<file path="config.mk">
export PLATFORM = sky130hd
export DESIGN_NAME = flag_commit_unit_flat
export DESIGN_NICKNAME = d
export VERILOG_FILES = /design/src/rtl/flag_commit_unit_if.sv /design/src/rtl/flag_commit_unit.sv /design/src/flat_wrapper.sv
export SDC_FILE = /design/constraint.sdc
export NUM_CORES = 1
export LEC_CHECK = 0
export ABC_AREA = 1
export ABC_CLOCK_PERIOD_IN_PS = 1290
export BUFFER_PORTS_ARGS = -buffer_cell sky130_fd_sc_hd__buf_2
export CAP_MARGIN = 10
export CORE_MARGIN = 2
export CORE_UTILIZATION = 39
export CTS_BUF_LIST = sky130_fd_sc_hd__clkbuf_4
export DETAILED_ROUTE_END_ITERATION = 16
export GPL_TIMING_DRIVEN = 0
export MAX_ROUTING_LAYER = met4
export PLACE_DENSITY = 0.84
export SYNTH_ARGS = -nofsm -noshare
export SYNTH_HDL_FRONTEND = slang
export SYNTH_SLANG_ARGS = --single-unit
</file>
<file path="constraint.sdc">
create_clock -name clk -period 1.29 [get_ports clk]
set_clock_uncertainty 0.1 [all_clocks]
set_input_delay 0.1935 -clock clk [delete_from_list [all_inputs] [get_ports clk]]
set_output_delay 0.1935 -clock clk [all_outputs]
set_load 0.02 [all_outputs]
</file>
<file path="src/rtl/flag_commit_unit_if.sv">
// Signal bundle between the execute stage and the flag commit unit.
// The slave modport is the unit itself; the master is whoever drives execute-stage results.
interface flag_commit_unit_if;
    logic [31:0] ALUResult;
    logic        ALUCarry;
    logic        ALUOverflow;
    logic        ALUValid;
    logic [1:0]  FlagW;
    logic        CondEx;
    logic        Flush;
    logic        Stall;
    logic        FlagLoad;
    logic [3:0]  FlagIn;
    logic [3:0]  Flags;
    logic [3:0]  FlagsFwd;
    logic        FlagPending;

    modport master (
        output ALUResult, ALUCarry, ALUOverflow, ALUValid, FlagW, CondEx,
        output Flush, Stall, FlagLoad, FlagIn,
        input  Flags, FlagsFwd, FlagPending
    );

    modport slave (
        input  ALUResult, ALUCarry, ALUOverflow, ALUValid, FlagW, CondEx,
        input  Flush, Stall, FlagLoad, FlagIn,
        output Flags, FlagsFwd, FlagPending
    );
endinterface

</file>
<file path="src/rtl/flag_commit_unit.sv">
// Builds NZCV from execute-stage ALU outputs, holds them one cycle in a pending entry,
// then commits to the architectural flag register; FlagsFwd exposes the newest view.
module flag_commit_unit (
    input  logic               clk,
    input  logic               reset,
    flag_commit_unit_if.slave  bus
);

    typedef struct packed {
        logic       valid;
        logic [1:0] w;      // bit1: N/Z field, bit0: C/V field
        logic [3:0] nzcv;
    } pend_t;

    pend_t      r_pend;
    logic [3:0] r_flags;

    logic       w_cap;
    logic [3:0] w_cand_nzcv;
    logic [3:0] w_merged;

    // Overlay the pending entry's enabled fields onto a base flag value.
    function automatic logic [3:0] merge_flags(input logic [3:0] base, input pend_t p);
        logic [3:0] res;
        res = base;
        if (p.valid && p.w[1]) res[3:2] = p.nzcv[3:2];
        if (p.valid && p.w[0]) res[1:0] = p.nzcv[1:0];
        return res;
    endfunction

    // NOTE: every signal driven here gets a value on every path, so no latch is inferred.
    always_comb begin
        w_cap       = bus.ALUValid & bus.CondEx & (bus.FlagW != 2'b00) & ~bus.Flush & ~bus.Stall;
        w_cand_nzcv = {bus.ALUResult[31], (bus.ALUResult == 32'h0), bus.ALUCarry, bus.ALUOverflow};
        w_merged    = merge_flags(r_flags, r_pend);
    end

    // NOTE: state uses non-blocking assignments so all registers see pre-edge values.
    always_ff @(posedge clk or negedge reset) begin
        if (!reset) begin
            r_flags <= 4'b0000;
            r_pend  <= '0;
        end else begin
            // FlagLoad is older than the execute instruction and beats Stall.
            if (bus.FlagLoad)
                r_flags <= bus.FlagIn;
            else if (!bus.Stall)
                r_flags <= w_merged;

            // A capture in the FlagLoad cycle still lands on top of FlagIn next edge.
            if (w_cap) begin
                r_pend.valid <= 1'b1;
                r_pend.w     <= bus.FlagW;
                r_pend.nzcv  <= w_cand_nzcv;
            end else if (!bus.Stall || bus.FlagLoad) begin
                r_pend.valid <= 1'b0;
            end
        end
    end

    assign bus.Flags       = r_flags;
    assign bus.FlagsFwd    = w_merged;
    assign bus.FlagPending = r_pend.valid;

endmodule

</file>
<file path="src/flat_wrapper.sv">
// flat-port wrapper written by rule: the top's interface ports become plain ports
module flag_commit_unit_flat 
  (clk, reset, bus_ALUResult, bus_ALUCarry, bus_ALUOverflow, bus_ALUValid, bus_FlagW, bus_CondEx, bus_Flush, bus_Stall, bus_FlagLoad, bus_FlagIn, bus_Flags, bus_FlagsFwd, bus_FlagPending);
  flag_commit_unit_if bus_i ();
  input  logic clk;
  input  logic reset;
  input wire logic [$bits(bus_i.ALUResult)-1:0] bus_ALUResult;
  input wire logic [$bits(bus_i.ALUCarry)-1:0] bus_ALUCarry;
  input wire logic [$bits(bus_i.ALUOverflow)-1:0] bus_ALUOverflow;
  input wire logic [$bits(bus_i.ALUValid)-1:0] bus_ALUValid;
  input wire logic [$bits(bus_i.FlagW)-1:0] bus_FlagW;
  input wire logic [$bits(bus_i.CondEx)-1:0] bus_CondEx;
  input wire logic [$bits(bus_i.Flush)-1:0] bus_Flush;
  input wire logic [$bits(bus_i.Stall)-1:0] bus_Stall;
  input wire logic [$bits(bus_i.FlagLoad)-1:0] bus_FlagLoad;
  input wire logic [$bits(bus_i.FlagIn)-1:0] bus_FlagIn;
  output wire logic [$bits(bus_i.Flags)-1:0] bus_Flags;
  output wire logic [$bits(bus_i.FlagsFwd)-1:0] bus_FlagsFwd;
  output wire logic [$bits(bus_i.FlagPending)-1:0] bus_FlagPending;
  assign bus_i.ALUResult = bus_ALUResult;
  assign bus_i.ALUCarry = bus_ALUCarry;
  assign bus_i.ALUOverflow = bus_ALUOverflow;
  assign bus_i.ALUValid = bus_ALUValid;
  assign bus_i.FlagW = bus_FlagW;
  assign bus_i.CondEx = bus_CondEx;
  assign bus_i.Flush = bus_Flush;
  assign bus_i.Stall = bus_Stall;
  assign bus_i.FlagLoad = bus_FlagLoad;
  assign bus_i.FlagIn = bus_FlagIn;
  assign bus_Flags = bus_i.Flags;
  assign bus_FlagsFwd = bus_i.FlagsFwd;
  assign bus_FlagPending = bus_i.FlagPending;
  flag_commit_unit u_core (.clk(clk), .reset(reset), .bus(bus_i));
endmodule
</file>
* Yosys cells after proc, flatten, opt, wreduce, memory -nomap -nowiden *
Cells that the tools add are included.

word-level totals
  register bits = 11
  memory bits (writable) = 0
  memory bits (read-only) = 0
  logic and storage cells = 24
  memories kept = 0
  output and inout port bits = 9
  input port bits = 47
  bits in latches = 0

cells by class
  bitwise gates (word level) = 6
  shift operators = 0
  $lt $le $gt $ge = 0
  multiply operators = 0
  add/subtract/negate cells = 0
  reduce and logical (&&, ||, !) cells = 7
  multiplexer cells = 6
  div/mod/pow operators = 0
  equality and inequality tests = 1

operators with widths
  cell                  count
  $logic_not A32 Y1     1
  $mux W4               2
  $and A1 B1 Y1         4
  $mux W2               2
  $reduce_bool A2 Y1    2
  $logic_and A1 B1 Y1   2
  $mux W1               2
  $ne A2 B1 Y1 const B  1
  $not A1 Y1            2
  $logic_not A1 Y1      1
  $logic_or A1 B1 Y1    1

* Depth between registers and ports, before layout *
Gate-level depths: netlist of run 1.

  word-level depth = 5
  mapped depth = 6
  mapped depth without buffers = 6

* Worst setup path before layout of run 1 *
Ideal clock, no wire load.

  kind = register to output
  from = register u_core.r_pend (netlist bit u_core.bus.FlagPending)
  to = output bus_FlagsFwd[2]
  slack = 72 ps
  arrival time = 924 ps
  buffers on the path = 0
  data required time = 997 ps
  stages on the path, launching flop included = 4
  cell sequence = dfrtp_1 -> nand2_1 -> o21ai_0 -> inv_1

on the way
  word-level cells in the longest chain between the ends = 2

ends and longest elaborated chain
  what                 line                    text
  from (decl)          flag_commit_unit.sv:15  pend_t r_pend;
  $logic_and A1 B1 Y1  flag_commit_unit.sv:26  if (p.valid && p.w[1]) res[3:2] = p.nzcv[3:2];
  $mux W2              flag_commit_unit.sv:26
  to (decl)            flat_wrapper.sv:18      output wire logic [$bits(bus_i.FlagsFwd)-1:0] bus_FlagsFwd;

Every way passes these cells.

* Worst setup path after layout of run 1 *
Ends and elaborated chain as after synthesis.

==> run summary, run 1 <==
PnR worst setup slack = -157 ps
DP Area = 983 µm²
Fin nets = 212
H-tree depth = 1
Status = complete, but fails checks
Cell Area, Synth = 687 µm²
Synth warn = 0
Clock transition at the registers of the reported paths = 70 ps
Arrival time worst endpoint = 1150 ps
Proportion of layout cells with a drive suffix above 1 = 45.1%
Post-synth top area share = 40.1%
CP Cell Sequence = nand2_2, nand2_1, o21ai_2, inv_1, buf_6
Rows = 15
Worst-Skew Late Latency = 260 ps
Clock tree sinks = 11
GR Layer Usage met1 = 18.0%
Pre-CTS WS = 22.9 ps
Worst-Margin Slew = 237 ps
Diode count = 0
Failing checks = setup timing
Total Wirelength = 1.68 mm
Maximum clock path buffer count = 2
Cts bufs inserted = 3
CP Class = flop to output port
Sequential area share after synthesis = 40.1%
Total nets after synthesis = 147
GRT Total Usage = 17.8%
Area grow syn2layout = 59.9%
Most frequent cell after synthesis = nand2_1
Via density = 4.60
Largest net degree at the start of global routing = 12
Grt total ovfl = 0
Synth Area per Inst = 6.87 µm²
M3 GR Usage = 3.17%
Worst IR drop on VDD = 435 µV
Post-route minimum period = 1450 ps
Reg-to-Reg End = u_core.bus.Flags[2]
Die area = 2110 µm²
Initial DRT Pass Iterations = 4
# setup viols final = 4
Critical path endpoint category = output port
Final Slew Violations = 0
Top cells by area, synth = dfrtp_1 (40%), nand2_1 (19%), nor2_1 (11%), o21ai_0 (6.6%), inv_1 (6.6%)
Startpoint Class = flop
WP data required = 1000 ps
Primary FF master, synth = dfrtp_1
Met2 Use GR = 33.3%
Die width = 46.0 µm
Reg2reg path depth = 5
EDFF count, synth = 0
I/O pin total = 56
Critical path's slowest cell = dfrtp_1
Sum of negative setup slack = -586 ps
Gr busiest metal = met2
CTS tree = built
Final core occ = 65.0%
F_max = 0.691 GHz
R2r setup slk = 180 ps
Synth Register Bits = 11
Period Utilization, post-route = 112%
Vias in the first global route = 731
DP Wirelength = 1.39 mm
Fin. Hold Viols = 0
Die Span Y = 46.0 µm
Synth cell count leaders = nand2_1 (34), nor2_1 (20), inv_1 (12), dfrtp_1 (11), o21ai_0 (9)
Critical path fanouts, max = 4
Fin area = 1100 µm²
Max stage delay on crit path = 420 ps
Mapped Cells = 100
Worst hold endpoint = u_core.r_pend[0]
Antenna violations before repair = 0
Starting DRC count in detailed routing = 8
LEAKAGE = 0.000647 µW
Synth async-reset ratio = 100%
# Max-Cap Violations = 0
HP Class = input pin to flop
Number of antenna-violating nets in the routed design = 0
Worst hold path depth = 3
Biggest area consumer among synthesized cells = dfrtp_1
Effective utilization at floorplan = 40.7%
CORE AREA = 1690 µm²
Root Driver = clkbuf_4
Drt drc = 0
PD cells = 887 nW/µm²
RR Startpoint = u_core.bus.FlagPending
GP Congestion = 0.886
Distinct cells, synth = 13
RSZ-0062 raised after global routing = true
IO Port Bufs = 55
Rel. slew slack = 84.2%
Global-route wire length before repair = 2.70 mm
Hold Path Origin = bus_ALUOverflow
Avg WL per Cell = 9.27 µm
Vias = 833
[critical path: cells and delay by family (launching register included)]
kind / cells / cell delay [ps]
AOI/OAI and AO/OA: 1 / 70
and+or+nand+nor: 2 / 200
DFF: 1 / 420
buffers and inverters: 2 / 200
[what timing repair did]
item | 4_1_cts | 5_1_grt
hold buffers | 1 | 0
setup buffers | 4 | 0
setup endpoints to repair | 4 | 4
pin swaps | 6 | 1
endpoints found under the hold margin | 11 | 0
resized for setup | 18 | 0
[how the worst max path moves through the flow]
stage | from | to | slack, ps | cells past startpoint
global route | u_core.bus.FlagPending | bus_FlagsFwd[0] | -240 | 5
CTS | u_core.bus.FlagPending | bus_FlagsFwd[2] | -150 | 5
finish | u_core.bus.FlagPending | bus_FlagsFwd[2] | -160 | 5
detailed placement | u_core.bus.FlagPending | bus_FlagsFwd[3] | 20 | 4
floorplan | u_core.bus.FlagPending | bus_FlagsFwd[2] | 70 | 3
global placement | u_core.bus.FlagPending | bus_FlagsFwd[2] | 80 | 4
[cells by family after synthesis]
family / after synthesis / synth area share (%)
AO/OA/AOI/OAI: 15 / 12.7
buffers and inverters: 12 / 6.56
flip-flops: 11 / 40.1
AND/OR/NAND/NOR: 62 / 40.6
[flip-flops by register name, summed over array words and instances, names as in the netlist]
signal / flops
u_core.bus.FlagPending: 1
u_core.bus.Flags: 4
u_core.r_pend: 6
[layout make-up]
cell class	count	area, µm²
clock buffer	4	30.0
multi-input combinational	77	387
sequential	11	275
tap	17	21.3
inverter	12	45.0
fill	163	591
timing repair buffer	60	340
[where the power goes]
part           switching [µW]  internal (µW)
logic                     153            152
clock network             105            140
registers                32.7            392
total                     290            684
[per-layer routing]
layer  up-vias  wire length (µm)
li1        434                 -
met1       363               666
met2        36               877
met3         0               134
met4         0                 0
met5         -                 0
[cell usage in the layout, fill, tap and decap left out]
master,instances
nor2_4,2
dfrtp_1,11
buf_2,51
o21bai_1,5
nand2_2,3
nand2_1,32
buf_6,4
inv_1,12
o21ai_0,5
or2_1,1
nor2_1,20
dlygate4sd3_1,1
nand3_1,2
nand2_4,1
o21ai_2,4
buf_4,4
clkbuf_4,4
o21ai_1,1
nand3b_4,1
[metrics by stage]
| stage | hold WS [ps] | std cells | total power [µW] |
|---|---|---|---|
| 2_1_floorplan | -202 | 100 | 555 |
| 3_3_place_gp | -32.8 | 172 | 671 |
| 3_5_place_dp | -27.6 | 172 | 681 |
| 4_1_cts | 25.3 | 181 | 983 |
| 5_1_grt | 38.3 | 181 | 1040 |
| 6_report | 32.1 | 181 | 974 |
(Power assumes the default switching activity.)
==> run 2, diff against run 1 <==
--- a/config.mk
+++ b/config.mk
@@ -9,7 +9,7 @@
 export ABC_CLOCK_PERIOD_IN_PS = 1290
 export BUFFER_PORTS_ARGS = -buffer_cell sky130_fd_sc_hd__buf_2
 export CAP_MARGIN = 10
-export CORE_MARGIN = 2
+export CORE_MARGIN = 5
 export CORE_UTILIZATION = 39
 export CTS_BUF_LIST = sky130_fd_sc_hd__clkbuf_4
 export DETAILED_ROUTE_END_ITERATION = 16
==> run 2 against run 1 <==
Effect of this change: global-route usage down 2.6 points; critical path type unchanged; sequential share of layout area down 0.34 points; flip-flop and latch count is the same; critical path depth stayed put; the flow still finishes with violations (setup timing).
==> run summary, run 2 (synthesis results as in run 1) <==
Status = complete, but fails checks
Failing checks = setup timing
# setup viols final = 4 (unchanged)
Worst-Margin Slew = 245 ps (+8.02 ps)
Diode count = 0 (unchanged)
Number of antenna-violating nets in the routed design = 0 (unchanged)
Final Slew Violations = 0 (unchanged)
Vias in the first global route = 785 (+7.4%)
Root Driver = clkbuf_4
IO Port Bufs = 55 (unchanged)
PD cells = 884 nW/µm² (-0.34%)
Avg WL per Cell = 10.3 µm (+11%)
Worst-Skew Late Latency = 260 ps (about the same)
Top reg by flops = u_core.r_pend
HP Class = input pin to flop
I/O pin total = 56 (unchanged)
Pre-CTS WS = 38.7 ps (+15.8 ps)
PnR worst setup slack = -142 ps (+14.7 ps)
Post-placement cell count = 180 (+4.7%)
Die area = 2700 µm² (+28%)
Drt drc = 0 (unchanged)
Critical path fanouts, max = 4 (unchanged)
R2r setup slk = 200 ps (+20 ps)
Total Wirelength = 1.94 mm (+15%)
# Max-Cap Violations = 0 (unchanged)
Crit path launch = u_core.bus.FlagPending
Initial DRT Pass Iterations = 5 (+1)
Proportion of layout cells with a drive suffix above 1 = 47.2% (+2.1 points)
DP Wirelength = 1.61 mm (+16%)
Largest register FFs = 6 (unchanged)
Maximum clock path buffer count = 2 (unchanged)
CTS tree = built
Area grow syn2layout = 62.1%
Critical path endpoint category = output port
Via density = 4.44 (-3.5%)
Cts bufs inserted = 3 (unchanged)
Starting DRC count in detailed routing = 10 (+2)
Antenna violations before repair = 0 (unchanged)
Fin nets = 211 (-0.47%)
Rel. slew slack = 83.7% (-0.53 points)
GP Congestion = 0.733 (-17%)
Global-route wire length before repair = 3.00 mm (+11%)
LEAKAGE = 0.000642 µW (-0.81%)
H-tree depth = 1 (unchanged)
Vias = 835 (+0.24%)
Grt total ovfl = 0 (unchanged)
Tot Pwr = 984 µW (+1.0%)
Period Utilization, post-route = 111% (-1.1 points)
Die width = 52.0 µm (+13%)
Clock tree sinks = 11 (unchanged)
Clock transition at the registers of the reported paths = 70 ps (about the same)
Commonest non-fill, non-tap cell in the layout = buf_2
RR Startpoint = u_core.bus.FlagPending
Post-route minimum period = 1430 ps (-14.7 ps)
CP Class = flop to output port
Reg-to-Reg End = u_core.bus.Flags[2]
CORE AREA = 1710 µm² (+1.1%)
F_max = 0.698 GHz (+1.0%)
Most frequent cells in the layout = buf_2 (50), nand2_1 (28), nor2_1 (20)
Largest net degree at the start of global routing = 12 (unchanged)
Startpoint Class = flop
Fin. Hold Viols = 0 (unchanged)
RSZ-0062 raised after global routing = true
Die Span Y = 52.0 µm (+13%)
Non-Filler Instances = 188 (+3.9%)
Effective utilization at floorplan = 40.2% (-0.45 points)
Arrival time worst endpoint = 1140 ps (about the same)
Rows = 15 (unchanged)
Critical Path End = bus_FlagsFwd[2]
Reg2reg path depth = 5 (unchanged)
Worst IR drop on VDD = 569 µV (+31%)
GRT Total Usage = 15.2% (-2.6 points)
Sum of negative setup slack = -537 ps (+48.8 ps)
WP data required = 1000 ps (about the same)
## run 2: changes by cell type in the layout (fill, tap and decap cells not counted)
| cell | previous run | this run |
|---|---|---|
| nand2_2 | 3 | 7 |
| buf_2 | 51 | 50 |
| nand2_1 | 32 | 28 |
## run 2: worst min-delay path by stage
stage	startpoint	endpoint	slack, ps	depth (start not counted)
after detailed placement	reset	u_core.bus.Flags[0]	-30	1
after global routing	bus_ALUOverflow	u_core.r_pend[0]	30	3
after floorplan	reset	u_core.bus.FlagPending	-200	0
final	bus_ALUOverflow	u_core.r_pend[0]	20	3
after global placement	reset	u_core.bus.Flags[0]	-40	1
after CTS	bus_ALUOverflow	u_core.r_pend[0]	20	3
## run 2: where the power goes
part | internal, µW | leakage [µW] | total (µW) | switching, µW
Combinational | 151 | 0.000484 | 310 | 159
Clock | 140 | 0.0000184 | 251 | 110
Sequential | 392 | 0.000140 | 423 | 31.6
## run 2: final cells by class
type                            count  area, µm²
Fill cell                         164        594
Multi-Input combinational cell     77        397
Timing Repair Buffer               59        335
Sequential cell                    11        275
Inverter                           12       45.0
Tap cell                           25       31.3
Clock buffer                        4       30.0
## run 2: stage by stage
stage	hold slack [ps]	util, %	area [µm²]
2_1_floorplan	-202	-	687
3_3_place_gp	-37.0	58.2	993
3_5_place_dp	-29.1	58.2	993
4_1_cts	18.2	63.9	1090
5_1_grt	26.9	65.2	1110
6_report	21.7	65.2	1110
## run 2: worst max-delay path, stage by stage (launching register included)
cell	delay [ps]
dfrtp_1	410
nand2_2	140
nand2_2	70
o21ai_2	60
inv_1	60
buf_6	130
## run 2: repair_timing
| action | CTS | global route |
|---|---|---|
| endpoints found under the hold margin | 11 | 0 |
| buffers inserted | 3 | 0 |
| setup endpoints to repair | 4 | 5 |
| pin swaps | 3 | 3 |
| hold buffers | 1 | 0 |
| gates cloned | 0 | 0 |
| gates resized for setup | 15 | 8 |
## run 2: layer usage
metal / part of all wire (%) / GRT usage [%] / up-vias
met4: 0.31 / 2.62 / 0
li1: - / - / 434
met5: 0 / - / -
met2: 54 / 26.2 / 40
met1: 35 / 16.8 / 359
met3: 11 / 5.73 / 2
